===== config.mk =====
export PLATFORM = sky130hd
export DESIGN_NAME = mult_product_accumulator
export DESIGN_NICKNAME = d
export VERILOG_FILES = /design/src/rtl/mult_product_accumulator.sv
export SDC_FILE = /design/constraint.sdc
export NUM_CORES = 1
export LEC_CHECK = 0
export BUFFER_PORTS_ARGS = -buffer_cell sky130_fd_sc_hd__buf_2
export CAP_MARGIN = 30
export CORE_MARGIN = 1.5
export CORE_UTILIZATION = 45
export DETAILED_ROUTE_END_ITERATION = 12
export PLACE_DENSITY_LB_ADDON = 0.1
export SYNTH_ARGS = -nofsm -noshare
export SYNTH_HDL_FRONTEND = slang
export SYNTH_SLANG_ARGS = --single-unit

===== constraint.sdc =====
create_clock -name clk -period 2.1 [get_ports clk]
set_input_delay 0.21 -clock clk [delete_from_list [all_inputs] [get_ports clk]]
set_output_delay 0.21 -clock clk [all_outputs]
set_load 0.01 [all_outputs]

===== src/rtl/mult_product_accumulator.sv =====
// Frame accumulator: sums FRAME_LEN unsigned 8-bit products, then holds the result on a valid/ready port.
// Define ACC_SATURATE_EN to clamp overflowing sums at 2^ACC_W-1 instead of wrapping.
module mult_product_accumulator #(
  parameter int ACC_W     = 12,
  parameter int FRAME_LEN = 4
) (
  input  logic             clk,
  input  logic             rst,
  input  logic [7:0]       p_in,
  input  logic             p_valid,
  output logic             p_ready,
  output logic [ACC_W-1:0] acc_out,
  output logic             acc_valid,
  input  logic             acc_ready,
  output logic             ovf,
  output logic             busy
);

`ifdef ACC_SATURATE_EN
  localparam bit SAT = 1'b1;
`else
  localparam bit SAT = 1'b0;
`endif

  localparam logic [3:0] LAST = 4'(FRAME_LEN - 1);

  typedef enum logic [1:0] {IDLE, ACCUM, DONE} state_t;

  state_t             state_q, state_d;
  logic [ACC_W-1:0]   sum_q, sum_d;
  logic [ACC_W-1:0]   acc_q, acc_d;
  logic [3:0]         cnt_q, cnt_d;
  logic               ovf_q, ovf_d;
  logic [ACC_W:0]     wide;

  function automatic logic [ACC_W:0] add_wide(input logic [ACC_W-1:0] s,
                                               input logic [7:0] p);
    return {1'b0, s} + {{(ACC_W-7){1'b0}}, p};
  endfunction

  // The carry bit of the widened sum decides between clamp and wrap.
  function automatic logic [ACC_W-1:0] sat_or_wrap(input logic [ACC_W:0] w);
    logic [ACC_W-1:0] r;
    r = w[ACC_W-1:0];
    if (SAT && w[ACC_W]) r = '1;
    return r;
  endfunction

  always_comb begin
    state_d = state_q;
    sum_d   = sum_q;
    acc_d   = acc_q;
    cnt_d   = cnt_q;
    ovf_d   = ovf_q;
    wide    = add_wide(sum_q, p_in);
    case (state_q)
      IDLE, ACCUM: begin
        if (p_valid) begin
          sum_d = sat_or_wrap(wide);
          ovf_d = ovf_q | wide[ACC_W];
          cnt_d = cnt_q + 4'd1;
          if (cnt_q == LAST) begin
            state_d = DONE;
            acc_d   = sat_or_wrap(wide);
          end else begin
            state_d = ACCUM;
          end
        end
      end
      DONE: begin
        if (acc_ready) begin
          state_d = IDLE;
          sum_d   = '0;
          cnt_d   = '0;
          ovf_d   = 1'b0;
        end
      end
      default: state_d = IDLE;
    endcase
  end

  always_ff @(posedge clk) begin
    if (rst) begin
      state_q <= IDLE;
      sum_q   <= '0;
      acc_q   <= '0;
      cnt_q   <= '0;
      ovf_q   <= 1'b0;
    end else begin
      state_q <= state_d;
      sum_q   <= sum_d;
      acc_q   <= acc_d;
      cnt_q   <= cnt_d;
      ovf_q   <= ovf_d;
    end
  end

  assign p_ready   = (state_q != DONE);
  assign acc_valid = (state_q == DONE);
  assign busy      = (state_q != IDLE);
  assign acc_out   = acc_q;
  assign ovf       = ovf_q;

endmodule


# After elaboration in Yosys (flattened, before gate mapping)
# Cells that the tools add are included.
classes:
  add_sub_neg: 2
  mul: 0
  div_mod_pow: 0
  order_cmp: 0
  n_eq_ne: 6
  n_shift: 0
  mux: 13
  bitwise: 1
  reduce_logical: 7
ops:
  columns: ["operator", "n"]
  rows:
  - ["$mux W12", 2]
  - ["$pmux W12 S2", 1]
  - ["$add A12 B8 Y13", 1]
  - ["$mux W4", 2]
  - ["$pmux W4 S2", 1]
  - ["$mux W2", 3]
  - ["$reduce_and A3 Y1", 2]
  - ["$add A4 B1 Y4 const B", 1]
  - ["$eq A4 B2 Y1 const B", 1]
  - ["$ne A2 B2 Y1 const B", 2]
  - ["$pmux W2 S2", 1]
  - ["$reduce_bool A2 Y1", 2]
  - ["$eq A2 B1 Y1 const B", 1]
  - ["$eq A2 B2 Y1 const B", 1]
  - ["$logic_not A2 Y1", 1]
  - ["$mux W1", 2]
  - ["$ne A2 B1 Y1 const B", 1]
  - ["$pmux W1 S2", 1]
  - ["$reduce_and A2 Y1", 1]
  - ["$reduce_or A2 Y1", 1]
  - ["$or A1 B1 Y1", 1]
totals:
  ff_bits: 31
  latch_bits: 0
  ramBits: 0
  romBits: 0
  input_bits: 12
  out_inout_bits: 16
  word_cells: 34
  mem_count: 0

# Depth between registers and ports, before layout
depth:
  depth_word: 4
  ltp_mapped: 7
  ltp_nobuf: 7

# Worst setup path after synthesis
# No wires, ideal clock.
synth_timing:
  kind: "reg-to-reg"
  startpoint: "register sum_q[0]"
  endpoint: "register acc_q[8], in the netlist acc_out[8]"
  setup_ns: 0.120
  arrival_time_ns: 1.924
  t_required_ns: 1.980
  path_slack_ns: 0.056
  path_stages_with_launch: 8
  path_buffers: 0
  period_less_slack_ns: 2.044
  path_cell_list: "dfxtp_1 -> ha_1 -> fa_1 -> a211oi_1 -> o21ai_2 -> a21boi_2 -> nor4_1 -> a211o_2"
synth_between:
  elab_chain_len: 1
synth_rtl:
  columns: ["element", "line_no", "source"]
  rows:
  - ["start, declared", "30", "logic [ACC_W-1:0] sum_q, sum_d;"]
  - ["start signal, assigned", "91", "sum_q <= sum_d;"]
  - ["$add A12 B8 Y13", "38", "return {1'b0, s} + {{(ACC_W-7){1'b0}}, p};"]
  - ["end signal, assigned", "86", "acc_q <= '0;"]
  - ["end signal, assigned", "92", "acc_q <= acc_d;"]
  - ["end, declared", "31", "logic [ACC_W-1:0] acc_q, acc_d;"]
# Every way passes these cells.
# A chain may end at the register's enable or synchronous reset.

# Worst setup path after layout
layout_timing:
  startpoint: "register sum_q[0]"
  endpoint: "register ovf_q, in the netlist ovf"
layout_between:
  elab_chain_len: 4
layout_rtl:
  columns: ["element", "line_no", "source"]
  rows:
  - ["$add A12 B8 Y13", "38", null]
  - ["$or A1 B1 Y1", "60", "ovf_d = ovf_q | wide[ACC_W];"]
  - ["$mux W1", "58", "if (p_valid) begin"]
  - ["$pmux W1 S2", "56", "case (state_q)"]
  - ["end signal, assigned", "94", "ovf_q <= ovf_d;"]
  - ["end, declared", "33", "logic ovf_q, ovf_d;"]
# Every way passes these cells. The select of a mux whose other input is x is not followed.

==> qor.csv <==
stage,metric,value,unit
cts,cts_setup_buffers,0,
power,pwr-share-seq,0.493,
timing,setup_violations,0,
synth,yosysMostFrequentCell,dfxtp_1,
synth,ys_ff_latch,31,
timing,finalCritPeriodShare,0.970,
placed_design,io_buffers,27,
worst_setup_path,cp_top_family,simple AND/OR/NAND/NOR gates,
synth,synth_cell_type_count,44,
power,clkPwrFrac,0.259,
routing,drc,0,
timing,final.min_clock_period,2040,ps
synth,yosysSeqAreaShare,0.378,
placed_design,pre_cts_slack,-42.4,ps
worst_setup_path,cp.required,2370,ps
worst_setup_path,crit_arrival,2310,ps
layout,fill_cells,328,
worst_setup_path,path_class,reg2reg,
synth,synth_top_area_frac,0.378,
worst_setup_path,crit_path_start_kind,register,
cts,cts_tree,yes,
routing,drt_iter0_markers,67,
worst_setup_path,crit_slowest_cell,or4b_4,
timing,maxSlewViolCount,0,
layout,post-route-util,0.585,
grt,grt_max_degree,35,
worst_setup_path,rr_startpoint,sum_q[0],
timing,fin_skew,6.92,ps
synth,synthTopCellsByArea,"dfxtp_1 (38%), ha_1 (6.9%), a21oi_1 (5.5%), nor2_1 (4.8%), nand2_1 (4.6%)",
synth,synth_nets,214,
worst_setup_path,slowest_delay,530,ps
placed_design,place_area,0.00187,mm^2
synth,synth_edf_count,0,
cts,clkTransAtPathRegs,100,ps
worst_hold_path,hold_start,p_valid,
power,vdd_drop_max,506,uV
power,leakage,0.825,nW
synth,synthFlopType,dfxtp_1,
timing,max_slew_margin,0.601,
routing,dr.pass1.iters,4,
job,drv_cap,0,
synth,yosysTopAreaCell,dfxtp_1,
routing,wl_per_cell,14.6,um
power,p_int,0.894,mW
synth,ys_warn_count,0,
layout,diodes,0,
routing,wirelength,3.99,mm
synth,netlist_area,0.00164,mm^2
grt,antenna_found_initial,0,
worst_setup_path,crit_chain,"ha_4, fa_2, a211oi_2, buf_4, o21ai_4, a21boi_4, buf_4, or4b_4, a21oi_2",
layout,fin_area,0.00200,mm^2
worst_hold_path,hold_class,in2reg,
worst_setup_path,endpoint_kind,register,
routing,via_per_inst,5.72,
synth,ys_async_sr_fraction,0,
synth,synth.avg_cell_area,8.56,um^2
floorplanning,dieWidth,63.4,um
worst_setup_path,cp_num_buf_inv,2,
placed_design,place.gp.congestion,0.824,
cts,cts.path.max_buffers,2,
routing,vias,1561,
timing,finalHoldViolations,0,
floorplanning,die-area,0.00402,mm^2
cts,clk_latency,330,ps
synth,synthTopCellsByCount,"dfxtp_1 (31), nor2_1 (21), nand2_1 (20)",
grt,grt-ovfl-total,0,
floorplanning,start_util,0.481,
floorplanning,coreArea,0.00342,mm^2
layout,syn_to_final_growth,21.7,%
timing,worst_slew_pin_slew,598,ps
grt,grt_pass1_wl,6.69,mm
grt,globalRouteTotalUtil,0.208,
power,power_switching,0.403,mW
cts,htreeDepth,2,
timing,max_freq,491,MHz
cts,clock-sinks,31,
worst_setup_path,cp_common_cell,buf_4,
floorplanning,pin_count,28,
floorplanning,die_h,63.4,um
synth,synth_cells,192,
worst_setup_path,crit_fanout,4,
power,comb_power_share,0.248,
placed_design,dp_hpwl,2.79,mm
cts,cts_root_buffer,clkbuf_4,
routing,detail-route-antenna-nets,0,
layout,layout.nets,248,
status,status,"finished, final reports clean",
power,power-per-cell-area,648,mW/mm^2
power,switching_share,0.311,
timing,setup_ws,63.4,ps
cts,cts_buffers,5,
layout,drive_gt1_frac,0.273,
worst_setup_path,r2r_slack,60,ps
timing,fin_tns_setup,0,ps
floorplanning,num_rows,21,
worst_setup_path,critPathLaunch,sum_q[0],
grt,grt_pass1_vias,1499,
==> through the flow <==
stage | hold WS (ps) | std cells | power, mW
2_1_floorplan | 324 | 192 | 0.846
3_3_place_gp | 436 | 265 | 0.923
3_5_place_dp | 446 | 265 | 0.933
4_1_cts | 150 | 273 | 1.26
5_1_grt | 125 | 273 | 1.37
6_report | 150 | 273 | 1.30
==> per-layer routing <==
metal  track usage  wire length (um)
met5             0                 0
met4        0.0516                26
met3        0.0500               157
met2         0.353              1920
met1         0.266              1880
==> flip-flops by register name, indices dropped and copies added (netlist names) <==
name,flops
cnt_q,4
ovf,1
state_q,2
sum_q,12
acc_out,12
==> timing repair <==
item,4_1_cts,5_1_grt
hold buffers,0,0
resized for setup,2,12
pin swaps,1,5
endpoints found under the setup margin,1,3
==> power by group through the flow <==
stage          registers (mW)  logic (mW)  clock network (mW)
2_1_floorplan           0.645       0.201                   0
3_3_place_gp            0.646       0.277                   0
3_5_place_dp            0.649       0.284                   0
4_1_cts                 0.635       0.290               0.340
5_1_grt                 0.643       0.352               0.375
6_report                0.639       0.321               0.336
==> final timing paths <==
path / to / cells after the start
worst max-delay path: ovf / 9
worst min-delay path: state_q[0] / 2
worst max register to register: ovf / 9
worst min register to register: acc_out[1] / 2
==> cells by family after synthesis <==
group                    share of synthesized area
AND/OR/NAND/NOR                              0.215
AO/OA/AOI/OAI                                0.261
flip-flops                                   0.378
adder cells (fa/ha/maj)                     0.0807
buffers and inverters                       0.0282
XOR/XNOR                                    0.0373
==> layout by cell type (no fill, tap or decap), drive strengths merged, types with 4 or more instances in the layout <==
cell,Yosys,routed
a211o,4,4
a21o,9,9
a21oi,19,19
a22oi,6,6
buf,2,36
clkbuf,7,7
dfxtp,31,31
ha,9,9
nand2,20,20
nand2b,4,4
nand3,5,5
nand4,4,4
nor2,21,21
o21ai,4,4
xor2,4,4
==> area by class of cell <==
cell class	count	area (um^2)	share of cell area
Tap cell	46	57.6	0.0288
Timing Repair Buffer	36	203	0.101
Clock inverter	1	5.00	0.00250
Clock buffer	7	45.0	0.0225
Sequential cell	31	622	0.311
Multi-Input combinational cell	149	1060	0.528
Inverter	3	11.3	0.00563
(Power assumes the default switching activity.)
